$ cat src/rtl/pc_seq_pkg.sv
// Shared definitions for the PC/nPC fetch-address sequencer.
// Contents: address width and type, reset/increment defaults, FSM state
// encodings, the pending-redirect payload and a word-alignment helper.
package pc_seq_pkg;

  localparam int unsigned ADDR_W  = 32;
  localparam int unsigned STATE_W = 2;

  typedef logic [ADDR_W-1:0] addr_t;

  localparam addr_t RESET_PC_DEF = 32'h0000_0000;
  localparam addr_t INC_DEF      = 32'h0000_0004;

  // Sequencer states
  localparam logic [STATE_W-1:0] ST_RUN        = 2'd0;
  localparam logic [STATE_W-1:0] ST_STALL      = 2'd1;
  localparam logic [STATE_W-1:0] ST_STALL_PEND = 2'd2;

  // One captured redirect waiting for the pipeline to advance
  typedef struct packed {
    logic  valid;
    addr_t target;
    logic  annul;
  } redir_t;

  // Fetch addresses are word aligned; low two target bits are dropped
  function automatic addr_t align_word(input addr_t a);
    return {a[ADDR_W-1:2], 2'b00};
  endfunction

endpackage

$ cat src/rtl/redirect_buffer.sv
// Single-entry pending-redirect buffer.
// Holds a redirect (target, annul) that arrived while the pipeline was
// stalled. clear_i has priority over capture_i.
// Build option: PCSEQ_ANNUL_EN -- when undefined no annul bit is stored and
// annul_o is tied low.
// Ports:
//   clk, rst         clock, asynchronous active-high reset
//   capture_i        load target_i/annul_i and set valid
//   clear_i          drop the held entry
//   target_i         redirect target (already word aligned by the caller)
//   annul_i          delay-slot annul qualifier
//   entry_o          held entry (valid, target, annul)
module redirect_buffer
  import pc_seq_pkg::*;
(
  input  logic              clk,
  input  logic              rst,
  input  logic              capture_i,
  input  logic              clear_i,
  input  logic [ADDR_W-1:0] target_i,
  input  logic              annul_i,
  output redir_t            entry_o
);

  logic        valid_q;
  logic        valid_d;
  addr_t       target_q;
  addr_t       target_d;

  // Valid/target next state
  always_comb begin
    valid_d  = valid_q;
    target_d = target_q;
    if (clear_i) begin
      valid_d = 1'b0;
    end else if (capture_i) begin
      valid_d  = 1'b1;
      target_d = target_i;
    end
  end

  always_ff @(posedge clk or posedge rst) begin
    if (rst) begin
      valid_q  <= 1'b0;
      target_q <= '0;
    end else begin
      valid_q  <= valid_d;
      target_q <= target_d;
    end
  end

`ifdef PCSEQ_ANNUL_EN
  logic annul_q;
  logic annul_d;

  always_comb begin
    annul_d = annul_q;
    if (clear_i) begin
      annul_d = 1'b0;
    end else if (capture_i) begin
      annul_d = annul_i;
    end
  end

  always_ff @(posedge clk or posedge rst) begin
    if (rst) begin
      annul_q <= 1'b0;
    end else begin
      annul_q <= annul_d;
    end
  end

  assign entry_o = '{valid: valid_q, target: target_q, annul: annul_q};
`else
  logic unused_annul;
  assign unused_annul = annul_i;
  assign entry_o = '{valid: valid_q, target: target_q, annul: 1'b0};
`endif

endmodule

$ cat src/rtl/pc_npc_sequencer.sv
// Fetch-address sequencer for a delayed-branch pipeline.
// Holds the PC/nPC pair, advances it on every enabled cycle and applies ID
// redirects with one delay slot. A redirect seen while stalled is parked in
// a one-entry buffer and applied on the next advance; the first parked
// redirect wins and a parked redirect wins over a live one.
// Build option: PCSEQ_ANNUL_EN -- enables the delay-slot annul path
// (ANNUL_IN captured/applied, ANNUL_IF driven). Undefined: ANNUL_IF is 0.
// Ports:
//   CLK, RESET        clock, asynchronous active-high reset
//   LE                advance enable (0 = stall, PC/nPC hold)
//   TA, TA_VALID      redirect target and qualifier from ID
//   ANNUL_IN          delay slot of the redirecting instruction is annulled
//   PC, NPC           current and next fetch address
//   ANNUL_IF          instruction fetched at PC is squashed entering ID
//   REDIRECT_PENDING  a parked redirect awaits the next advance
module pc_npc_sequencer
  import pc_seq_pkg::*;
#(
  parameter logic [ADDR_W-1:0] RESET_PC = RESET_PC_DEF,
  parameter logic [ADDR_W-1:0] INC      = INC_DEF
) (
  input  logic              CLK,
  input  logic              RESET,
  input  logic              LE,
  input  logic [ADDR_W-1:0] TA,
  input  logic              TA_VALID,
  input  logic              ANNUL_IN,
  output logic [ADDR_W-1:0] PC,
  output logic [ADDR_W-1:0] NPC,
  output logic              ANNUL_IF,
  output logic              REDIRECT_PENDING
);

  logic [STATE_W-1:0] state_q;
  logic [STATE_W-1:0] state_d;
  addr_t              pc_q;
  addr_t              pc_d;
  addr_t              npc_q;
  addr_t              npc_d;
  logic               annul_q;
  logic               annul_d;

  logic               buf_capture;
  logic               buf_clear;
  logic               live_annul;
  redir_t             pend;

  logic               redir_sel;
  addr_t              target_sel;
  logic               annul_sel;

`ifdef PCSEQ_ANNUL_EN
  assign live_annul = ANNUL_IN;
`else
  logic unused_annul_in;
  assign unused_annul_in = ANNUL_IN;
  assign live_annul      = 1'b0;
`endif

  redirect_buffer u_redirect_buffer (
    .clk       (CLK),
    .rst       (RESET),
    .capture_i (buf_capture),
    .clear_i   (buf_clear),
    .target_i  (align_word(TA)),
    .annul_i   (live_annul),
    .entry_o   (pend)
  );

  // Parked redirect takes precedence over the live ID request
  always_comb begin
    redir_sel  = TA_VALID;
    target_sel = TA;
    annul_sel  = live_annul;
    if (pend.valid) begin
      redir_sel  = 1'b1;
      target_sel = pend.target;
      annul_sel  = pend.annul;
    end
  end

  // Next-state, PC/nPC and buffer control
  always_comb begin
    state_d     = state_q;
    pc_d        = pc_q;
    npc_d       = npc_q;
    annul_d     = annul_q;
    buf_capture = 1'b0;
    buf_clear   = 1'b0;

    if (LE) begin
      pc_d      = npc_q;
      npc_d     = redir_sel ? align_word(target_sel) : ADDR_W'(npc_q + INC);
      annul_d   = redir_sel & annul_sel;
      state_d   = ST_RUN;
      buf_clear = (state_q == ST_STALL_PEND);
    end else begin
      case (state_q)
        ST_RUN, ST_STALL: begin
          if (TA_VALID) begin
            buf_capture = 1'b1;
            state_d     = ST_STALL_PEND;
          end else begin
            state_d = ST_STALL;
          end
        end
        ST_STALL_PEND: begin
          state_d = ST_STALL_PEND;
        end
        default: begin
          state_d = ST_RUN;
        end
      endcase
    end
  end

  // State and address registers
  always_ff @(posedge CLK or posedge RESET) begin
    if (RESET) begin
      state_q <= ST_RUN;
      pc_q    <= RESET_PC;
      npc_q   <= ADDR_W'(RESET_PC + INC);
      annul_q <= 1'b0;
    end else begin
      state_q <= state_d;
      pc_q    <= pc_d;
      npc_q   <= npc_d;
      annul_q <= annul_d;
    end
  end

  assign PC               = pc_q;
  assign NPC              = npc_q;
  assign ANNUL_IF         = annul_q;
  assign REDIRECT_PENDING = (state_q == ST_STALL_PEND);

endmodule

$ cat config.mk
export PLATFORM = sky130hd
export DESIGN_NAME = pc_npc_sequencer
export DESIGN_NICKNAME = d
export VERILOG_FILES = /design/src/rtl/pc_seq_pkg.sv /design/src/rtl/redirect_buffer.sv /design/src/rtl/pc_npc_sequencer.sv
export SDC_FILE = /design/constraint.sdc
export NUM_CORES = 1
export LEC_CHECK = 0
export ABC_CLOCK_PERIOD_IN_PS = 6100
export BUFFER_PORTS_ARGS = -buffer_cell sky130_fd_sc_hd__buf_2
export CORE_ASPECT_RATIO = 1.25
export CORE_MARGIN = 2
export CORE_UTILIZATION = 50
export CTS_BUF_LIST = sky130_fd_sc_hd__clkbuf_8
export DETAILED_ROUTE_END_ITERATION = 10
export GPL_ROUTABILITY_DRIVEN = 0
export PLACE_DENSITY = 0.74
export RECOVER_POWER = 50
export SYNTH_ARGS = -nofsm -noshare
export SYNTH_HDL_FRONTEND = slang
export SYNTH_SLANG_ARGS = --single-unit
$ cat constraint.sdc
create_clock -name CLK -period 6.1 [get_ports CLK]
set_clock_uncertainty 0.15 [all_clocks]
set_input_delay 0.305 -clock CLK [delete_from_list [all_inputs] [get_ports CLK]]
set_output_delay 0.305 -clock CLK [all_outputs]
set_load 0.01 [all_outputs]
==> After elaboration in Yosys (flattened, before gate mapping) <==
Cells that the tools add are included.
{ "op_classes": {"reduce_logical": 4, "n_eq_ne": 2, "n_bitwise": 1, "add_sub_neg": 1, "n_mux": 12} }
{ "op_table": {"columns": ["cell", "count"], "rows": [
  ["2-to-1 mux 32 bit", 2],
  ["adder 32 x 3 -> 32 bit, second input constant", 1],
  ["2-to-1 mux 1 bit", 7],
  ["2-to-1 mux 2 bit", 2],
  ["one-hot mux 2 bit (2 select lines)", 1],
  ["== test 2 x 1 -> 1 bit, second input constant", 1],
  ["== test 2 bit, second input constant", 1],
  ["logical NOT 2 bit", 1],
  ["AND reduction 2 bit", 1],
  ["nonzero test 2 bit", 1],
  ["OR reduction 2 bit", 1],
  ["NOT 1 bit", 1]
]} }
{ "word_totals": {"wordCells": 25, "in_bits": 37, "ff_bits": 97, "output_inout_bits": 66} }

==> Logic depth before layout (Yosys ltp) <==
{ "logic_depth": {"word_depth": 6, "mapped_depth": 7} }

==> Cells and area by module <==
Synthesis repeated with hierarchy kept, for this count alone.
{ "hier_totals": {"cells_unflattened": 431, "hier_area_um2": 4953.5} }
{ "modules_own_cells": {"columns": ["module", "seq_area_each_um2", "cells_each", "n_inst", "area_each_um2"], "rows": [
  ["pc_npc_sequencer", 1577.8, 355, 1, 3539.6],
  ["redirect_buffer", 825.8, 76, 1, 1413.9]
]} }

==> Worst setup path after synthesis <==
Ideal clock, no wire load.
{ "synth_path": {"path_type": "register -> register", "from": "reg npc_q[2], in the netlist NPC[2]", "to": "reg npc_q[26], in the netlist NPC[26]", "path_stages_with_launch": 7, "required_ns": 5.828, "setup_ns": 0.122, "period_less_slack_ns": 2.150, "arrival_time_ns": 1.878, "slack_ns": 3.950, "path_buffers": 0, "cell_sequence": "dfstp_2 -> ha_1 -> nand3_2 -> nor3_4 -> nand3_4 -> or3_1 -> a32o_1"} }
{ "synth_between": {"elab_chain_len": 2} }
{ "synth_lines": {"columns": ["element", "line_no", "text"], "rows": [
  ["start, declared", "pc_npc_sequencer.sv:38", "addr_t npc_q;"],
  ["start signal, assigned", "pc_npc_sequencer.sv:122", "npc_q <= ADDR_W'(RESET_PC + INC);"],
  ["start signal, assigned", "pc_npc_sequencer.sv:127", "npc_q <= npc_d;"],
  ["adder 32 x 3 -> 32 bit", "pc_npc_sequencer.sv:93", "npc_d = redir_sel ? align_word(target_sel) : ADDR_W'(npc_q + INC);"],
  ["2-to-1 mux 32 bit", "pc_npc_sequencer.sv:93", null]
]} }
Every way passes these cells.
A chain may end at the register's enable or synchronous reset.

==> Worst setup path after layout <==
{ "layout_path": {"from": "in TA_VALID", "to": "reg u_redirect_buffer.target_q[14]"} }
{ "layout_between": {"elab_chain_len": 4} }
{ "layout_lines": {"columns": ["element", "line_no", "text"], "rows": [
  ["start, declared", "pc_npc_sequencer.sv:26", "input logic TA_VALID,"],
  ["2-to-1 mux 1 bit", "pc_npc_sequencer.sv:100", "if (TA_VALID) begin"],
  ["2-to-1 mux 1 bit", "pc_npc_sequencer.sv:98", "case (state_q)"],
  ["2-to-1 mux 1 bit", "pc_npc_sequencer.sv:91", "if (LE) begin"],
  ["AND reduction 2 bit (no line)", null, null],
  ["end signal, assigned", "redirect_buffer.sv:48", "target_q <= target_d;"],
  ["end, declared", "redirect_buffer.sv:27", "addr_t target_q;"]
]} }
Every way passes these cells.

==> impl_results.md <==
- CP max-delay cell: clkbuf_1
- Ports: 103
- Final setup viols: 0
- CP Class: primary input to flip-flop
- Post-synth cell types: 50
- GR Util met2: 0.364
- Worst hold endpoint: u_redirect_buffer.target_q[19]$_DFFE_PP0P_
- Post-synth ARST share: 1.00
- CP endpoint kind: flip-flop
- Vias per cell: 5.86
- Slew Limit Fails: 127
- Critical Path RT: 6.21 ns
- Inserted Diodes: 0
- Antenna Violating Nets Remaining: 0
- EDFF count, synth: 0
- Worst-path maximum fanout: 44
- CP arrival: 3.18 ns
- Layer with the highest usage: met2
- #FFs+latches synth: 93
- Slew headroom: -0.316
- Clock sink count: 93
- Worst Tran Pin Value: 1.97 ns
- Area Overhead vs Synth: 13.8%
- Fmax: 326 MHz
- Worst path bufs/invs: 2
- Clock buffer count from CTS: 9
- Pleak: 2.19 nW
- Setup bufs post-CTS: 0
- Layout cell share with drive strength beyond 1: 0.236
- CP cell instances: clkbuf_1 > nor3b_1 > buf_4 > mux2_2
- M3 GR Usage: 0.0462
- Final core utilization: 0.580
- Chip width: 89.8 um
- Syn Std Cell Area: 4600 um2
- Min-delay src: TA[19]
- Total global-route track usage: 0.227
- Failing checks: max-capacitance violations, max-slew violations
- Crit path largest cell delay: 1.32 ns
- Drt first-iter violations: 228
- Peak VDD IR: 211 uV
- Share of the synthesized area in the top cell type: 0.500
- Routed via count: 3756
- Vias in the first global route: 3570
- Synth Instances: 431
- Met1 usage: 0.301
- Worst r2r path cells: 6
- CTS root buf: clkbuf_8
- Detailed Route WL: 10900 um
- Leading cell types by total area after synthesis: dfrtp_1, mux2_2, nand2_1
- Initial antenna violation count: 0
- Starting Density: 0.510
- FP Rows: 39
- Count leader, synth: dfrtp_1
- Post-synth top area cell: dfrtp_1
- Min Tclk post-route: 3.07 ns
- Final worst-path cycle share: 0.504
- Worst skew pair latency: 0.37 ns
- YS warnings: 0
- Hold Path Cell Cnt: 2
- Cts repair resizes: 0
- Top FF cell, synth: dfrtp_1
- Nets: 551
- Detail Placement HPWL: 7200 um
- Commonest cells post-synth: dfrtp_1, mux2_2, nand2_1
- Core area: 9030 um2
- WL per Instance: 17.0 um
- Die Area: 9990 um2
- Max cap viols: 2
- Final hold viol count: 0
- Hold Buf Count CTS: 1
- R2R Path End: NPC[18]$_DFFE_PP0P_
- Largest net degree at the start of global routing: 91
- CTS tree: built
- Clk buf depth: 2
- Clock transition at path regs: 0.09 ns
- Worst hold path type: primary input to flip-flop
- Reg-to-Reg Start: NPC[2]$_DFFE_PP1P_
- Port buffer count: 94
- RSZ-0062 raised after global routing: no
- Sequential fraction of the synthesis area: 0.506
- Avg Cell Area, Syn: 10.7 um2
- TNS Setup: 0 ns
- CTS H-tree depth: 3
- WP depth: 4
- Global-route wire length before repair: 18200 um
- Global route overflow: 0
- DRC: 0
- Pre-antenna DRT Iters: 7
- Status: finished, violations left
- Die H: 111 um
- Cell area power density: 363 nW/um2
- Element type at the critical path start: primary input
- R2R Setup Slk: 3.55 ns
- CP top delay family: buffers and inverters
-- cells in the final DEF, fill, tap and decap left out, types with 3 or more instances in the layout --
cell and instances:
a21oi_1 32, nand3_1 12, nand2b_1 5, inv_1 11, buf_4 4, a31oi_1 8, dfrtp_1 92, clkinv_2 3
conb_1 5, buf_2 32, mux2i_1 4, nor3_1 6, clkbuf_1 61, or3_1 7, o311ai_0 6, and3_1 13
o31ai_1 5, clkbuf_8 11, a21o_1 4, o21ai_0 28, o211ai_1 6, nand4_1 8, o41ai_1 3, nand2_1 44
a22o_1 9, nor2_1 7, mux2_2 61
-- stage by stage --
step	instances	instance area (um2)	hold WS [ns]	total power [mW]	setup slack, ns
after floorplan	435	4620	0.288	1.32	3.23
after global placement	624	5140	0.0745	1.54	3.62
after detailed placement	624	5140	0.0799	1.57	3.56
after CTS	641	5330	0.00607	1.95	3.63
after global routing	641	5240	0.0210	2.03	2.68
final	641	5240	0.0207	1.90	3.03
-- metal layers --
metal  share of wire  vias up
li1                -     1744
met1            0.43     1873
met2            0.49      120
met3           0.054       19
met4           0.023        0
met5               0        -
-- state kept, by name (all words and copies together), names as in the netlist --
signal / count
state_q: 2
PC: 30
u_redirect_buffer.target_q: 30
u_redirect_buffer.valid_q: 1
NPC: 30
-- power by group --
| part | internal [mW] | total [mW] | switching [mW] | leakage [nW] |
|---|---|---|---|---|
| Combinational | 0.247 | 0.554 | 0.307 | 0.995 |
| Sequential | 0.792 | 0.966 | 0.174 | 1.10 |
| Clock | 0.167 | 0.378 | 0.211 | 0.0963 |
| Total | 1.21 | 1.90 | 0.692 | 2.19 |
-- cell type report --
cell class	instances	area, um2
inverters	11	42.5
fillers	810	3790
well taps	123	154
flip-flops and latches	93	2330
clock inverters	5	26.3
clock buffers	11	151
repair buffers	99	434
multi-input cells	299	2100
-- kinds of logic (layout without fill, tap and decap cells) --
group                    count (synthesis)  in the layout  synth area share
flip-flops                              93             93             0.506
AO/OA/AOI/OAI                          109            109             0.150
multiplexers                            65             65             0.158
AND/OR/NAND/NOR                        119            119             0.142
buffers and inverters                   43            126            0.0402
other                                    1              5          0.000815
adder cells (fa/ha/maj)                  1              1           0.00272
-- worst max-delay path by stage --
stage                                                       endpoint  slack (ns)               start
after floorplan                                  NPC[10]$_DFFE_PP0P_        3.23               RESET
final                     u_redirect_buffer.target_q[14]$_DFFE_PP0P_        3.03            TA_VALID
after global placement                           NPC[31]$_DFFE_PP0P_        3.62                  LE
after CTS                                        NPC[26]$_DFFE_PP0P_        3.63  NPC[2]$_DFFE_PP1P_
after global routing                              NPC[5]$_DFFE_PP0P_        2.68               RESET
after detailed placement                         NPC[31]$_DFFE_PP0P_        3.56                  LE
Power figures use the tool's default switching activity.
